<file path="src/rtl/debounce_ckt.sv">
// Push-button debouncer: synchroniser chain plus a stability counter that updates `result`
// only after DEBOUNCE_CYCLES consecutive new-level samples. Edge pulses are enabled by DEBOUNCE_EDGE_EN.
module debounce_ckt #(
  parameter int SYNC_STAGES     = 2,
  parameter int DEBOUNCE_CYCLES = 4
) (
  input  logic clk,
  input  logic reset,
  input  logic button,
  output logic result
`ifdef DEBOUNCE_EDGE_EN
  ,
  output logic result_rise,
  output logic result_fall
`endif
);

  localparam int CNT_W = $clog2(DEBOUNCE_CYCLES + 1);
  localparam logic [CNT_W-1:0] CNT_LAST = CNT_W'(DEBOUNCE_CYCLES - 1);

  logic [SYNC_STAGES-1:0] sync;
  logic [CNT_W-1:0]       cnt;
  logic                   b_s;
  logic                   take_new;

  assign b_s = sync[SYNC_STAGES-1];

  // The window is complete on this edge: b_s differs and the counter already holds DEBOUNCE_CYCLES-1 matches.
  assign take_new = (b_s != result) && (cnt == CNT_LAST);

  always_ff @(posedge clk or negedge reset) begin
    if (!reset) begin
      sync <= '0;
    end else begin
      sync <= {sync[SYNC_STAGES-2:0], button};
    end
  end

  // Any b_s sample that agrees with result throws away partial progress.
  always_ff @(posedge clk or negedge reset) begin
    if (!reset) begin
      cnt    <= '0;
      result <= 1'b0;
    end else if (b_s == result) begin
      cnt <= '0;
    end else if (cnt == CNT_LAST) begin
      result <= b_s;
      cnt    <= '0;
    end else begin
      cnt <= cnt + 1'b1;
    end
  end

`ifdef DEBOUNCE_EDGE_EN
  // Registered alongside result so each pulse lines up with the cycle result shows its new value.
  always_ff @(posedge clk or negedge reset) begin
    if (!reset) begin
      result_rise <= 1'b0;
      result_fall <= 1'b0;
    end else begin
      result_rise <= take_new & b_s;
      result_fall <= take_new & ~b_s;
    end
  end
`endif

endmodule

</file>
<file path="config.mk">
export PLATFORM = sky130hd
export DESIGN_NAME = debounce_ckt
export DESIGN_NICKNAME = d
export VERILOG_FILES = /design/src/rtl/debounce_ckt.sv
export SDC_FILE = /design/constraint.sdc
export NUM_CORES = 1
export LEC_CHECK = 0
export BUFFER_PORTS_ARGS = -buffer_cell sky130_fd_sc_hd__buf_2
export CAP_MARGIN = 20
export CORE_AREA = 2 2 39 41
export CTS_CLUSTER_DIAMETER = 60
export CTS_CLUSTER_SIZE = 20
export DETAILED_ROUTE_END_ITERATION = 7
export DIE_AREA = 0 0 41 43
export SLEW_MARGIN = 20
export SYNTH_ARGS = -nofsm -noshare
export SYNTH_HDL_FRONTEND = slang
export SYNTH_SLANG_ARGS = --single-unit
</file>
<file path="constraint.sdc">
create_clock -name clk -period 1.1 [get_ports clk]
set_input_delay 0.275 -clock clk [delete_from_list [all_inputs] [get_ports clk]]
set_output_delay 0.275 -clock clk [all_outputs]
set_load 0.01 [all_outputs]
</file>
After elaboration in Yosys (flattened, before gate mapping)
Cells that the tools add are included.
{ "op_classes": {"bitwise_logic": 1, "eq_ne": 2, "addsub": 1, "reduce_logical": 1, "muxes": 2} }
{ "op_table": {"columns": ["operator", "count"], "rows": [
  ["two-way mux 3 bit", 2],
  ["adder 3 x 1 -> 3 bit (second input constant)", 1],
  ["== test 3 x 2 -> 1 bit (second input constant)", 1],
  ["AND reduction 2 bit", 1],
  ["== test 1 bit", 1],
  ["NOT 1 bit", 1]
]} }
{ "totals": {"input_bits": 3, "ff_bits": 6} }

Logic depth before layout (Yosys ltp)
{ "depth": {"word_depth": 3, "depth_mapped": 3, "depth_no_buf": 3} }

Worst setup path before layout
OpenSTA, ideal clock, no wires.
{ "synth_timing": {"kind": "reg2reg", "from": "reg cnt[0]", "to": "reg result", "required_time_ns": 0.975, "setup_slack_ns": -0.019, "stages_incl_launch_ff": 4, "path_buffers": 0, "arrival_time_ns": 0.993, "setup_ns": 0.125, "cell_sequence": "dfrtp_1 ha_1 nor2b_4 mux2_4"} }
{ "synth_between": {"elab_chain_cells": 2} }
{ "synth_rtl": {"columns": ["item", "line", "text"], "rows": [
  ["from (decl)", "22", "logic [CNT_W-1:0] cnt;"],
  ["from (signal assigned)", "50", "cnt <= cnt + 1'b1;"],
  ["== test 3 x 2 -> 1 bit", "46", "end else if (cnt == CNT_LAST) begin"],
  ["AND reduction 2 bit (no source line)", null, null],
  ["to (signal assigned)", "47", "result <= b_s;"],
  ["to (decl)", "10", "output logic result"]
]} }
No other way between the ends.
A chain may end at the register's enable or synchronous reset.

Worst setup path in the final report
Same ends and word-level chain as after synthesis.

==> impl_metrics.json <==
{
  "outcome": "finished, final reports clean",
  "cts_tree": "done",
  "cts_sinks": 6,
  "final_common_cell": "dfrtp_1",
  "end_kind": "flop",
  "min-delay-start": "button",
  "setup-violations-final": 0,
  "cpPeakStageDelay_ps": 350,
  "cts_root_buffer": "clkbuf_4",
  "critPathLaunch": "cnt[0]",
  "fmax_mhz": 913,
  "wl_um": 369,
  "firstDrtPassIters": 2,
  "cap_viol_max_count": 0,
  "muxShareOfSynthArea_pct": 6.56,
  "vias_per_cell": 3.74,
  "final_util_pct": 23.2,
  "ys_seq_area_share_pct": 65.6,
  "synth_nets": 17,
  "clock_path_buffers": 2,
  "grt_pass1_vias": 169,
  "synth_top_family_by_area": "simple AND/OR/NAND/NOR gates",
  "drc": 0,
  "yosys.cell_types.count": 8,
  "synthCells": 13,
  "io_pins": 4,
  "drv_slew": 0,
  "finalCritPeriodShare_pct": 99.6,
  "final_antenna_net_count": 0,
  "worstMarginPinSlew_ps": 357,
  "hold_violations": 0,
  "power_density_nw_per_um2": 2290,
  "grt_pass1_wl_um": 662,
  "postCtsSetupRepairBufs": 0,
  "path_cells": "ha_2 > nor2b_4 > mux2_4",
  "crit_type": "flop to flop",
  "clock_latency_ps": 250,
  "dp_hpwl_um": 278,
  "gp_congestion": 0.571,
  "leakagePower_nw": 0.149,
  "path_max_fanout": 2,
  "rsz0062_at_grt": "yes",
  "synthXorXnorAreaFrac_pct": 3.83,
  "num_vias": 146,
  "synth_area_um2": 229,
  "r2r_start": "cnt[0]",
  "area_growth_pct": 40.4,
  "cp.arrival_ps": 1230,
  "fp-row-count": 14,
  "peakVddDrop_mv": 0.676,
  "core_um2": 1380,
  "clk_pin_slew_ps": 50,
  "chipWidth_um": 41,
  "slowest_stage": "dfrtp_1",
  "grt_max_degree": 7,
  "io_buffers": 3,
  "diodes": 0,
  "layout-drive-gt1-share_pct": 60.9,
  "hold_path_class": "primary input to flop",
  "start_util_pct": 16.5,
  "avgSynthCellArea_um2": 17.6,
  "synth-compound-area-share_pct": 0,
  "nets": 29,
  "grt.total_usage_pct": 6.67,
  "tns_ps": 0,
  "critPathRequiredTime_ps": 1230,
  "synth_seq_cells": 6,
  "cts_max_level": 1,
  "die_h_um": 43,
  "slew_headroom_pct": 76.0,
  "grt_antenna_before_repair": 0,
  "cts_buffers": 3,
  "wl_per_cell_um": 9.46,
  "drtIter0Drc": 1,
  "synthAdderAreaFrac_pct": 5.46,
  "synth_simple_gate_area_share_pct": 18.6,
  "min_period_ps": 1100,
  "overflow": 0,
  "dieArea_um2": 1760,
  "synth_warnings": 0,
  "start_kind": "flop",
  "final.setup_skew_ps": 9.52,
  "layout_common_cells": "6 x dfrtp_1, 3 x clkbuf_4, 3 x buf_2, 3 x buf_4"
}
registers in the layout, summed over array words and instances (netlist names):
| signal | count |
|---|---|
| cnt | 3 |
| result | 1 |
| sync | 2 |
final cells by class:
type / count / area, µm²
tap: 16 / 20.0
clock buffer: 3 / 22.5
timing repair buffer: 7 / 47.5
multi-input combinational: 7 / 81.3
fill: 149 / 1060
sequential: 6 / 150
synthesized netlist by cell type:
cell     n  share of area (%)
nor3b_2  1                5.5
dfrtp_1  6                 66
nor2b_4  1                6.0
nor3_2   1                4.4
xnor2_1  1                3.8
ha_1     1                5.5
nor2b_1  1                2.7
mux2_4   1                6.6
power breakdown:
part / switching (W) / internal (W)
registers: 0.0000336 / 0.000274
clock network: 0.0000801 / 0.000123
logic: 0.0000880 / 0.000139
total: 0.000202 / 0.000536
through the flow:
stage	area, µm²	setup slack, ps	power (W)	hold slack (ps)	instances
after detailed placement	289	6.87	0.000539	105	35
after global placement	289	27.9	0.000522	96.5	35
after floorplan	231	3.54	0.000444	-20.6	13
final	322	4.20	0.000738	139	39
after CTS	322	0.992	0.000753	130	39
after global routing	322	-24.0	0.000792	128	39
what timing repair did:
| action | 4_1_cts | 5_1_grt |
|---|---|---|
| hold endpoints to repair | 6 | 0 |
| resized for setup | 0 | 0 |
| setup endpoints to repair | 1 | 2 |
| hold buffers | 1 | 0 |
| pin swaps | 1 | 0 |
per-layer routing:
metal	global-route usage (%)	up-vias	routed length (µm)
met3	7.85	4	40
met5	0	-	0
met1	5.26	71	133
met4	6.00	0	21
li1	-	65	-
met2	8.13	6	173
worst max-delay path: cells and delay by family (launching register included):
| family | cells | cell delay [ps] |
|---|---|---|
| AND/OR/NAND/NOR | 1 | 150 |
| adder cells (fa/ha/maj) | 1 | 180 |
| flip-flops | 1 | 350 |
| multiplexers | 1 | 300 |
cell families after synthesis:
family,after synthesis
XOR/XNOR,1
adder cells (fa/ha/maj),1
flip-flops,6
multiplexers,1
AND/OR/NAND/NOR,4
final timing paths:
check / to / cells after the start / slack [ps]
max: result / 3 / 4
min: sync[0] / 1 / 140
max reg2reg: result / 3 / 4
min reg2reg: sync[1] / 0 / 350
max in group asynchronous: cnt[1] / 2 / 570
min in group asynchronous: result / 2 / 380
Power figures use the tool's default switching activity.
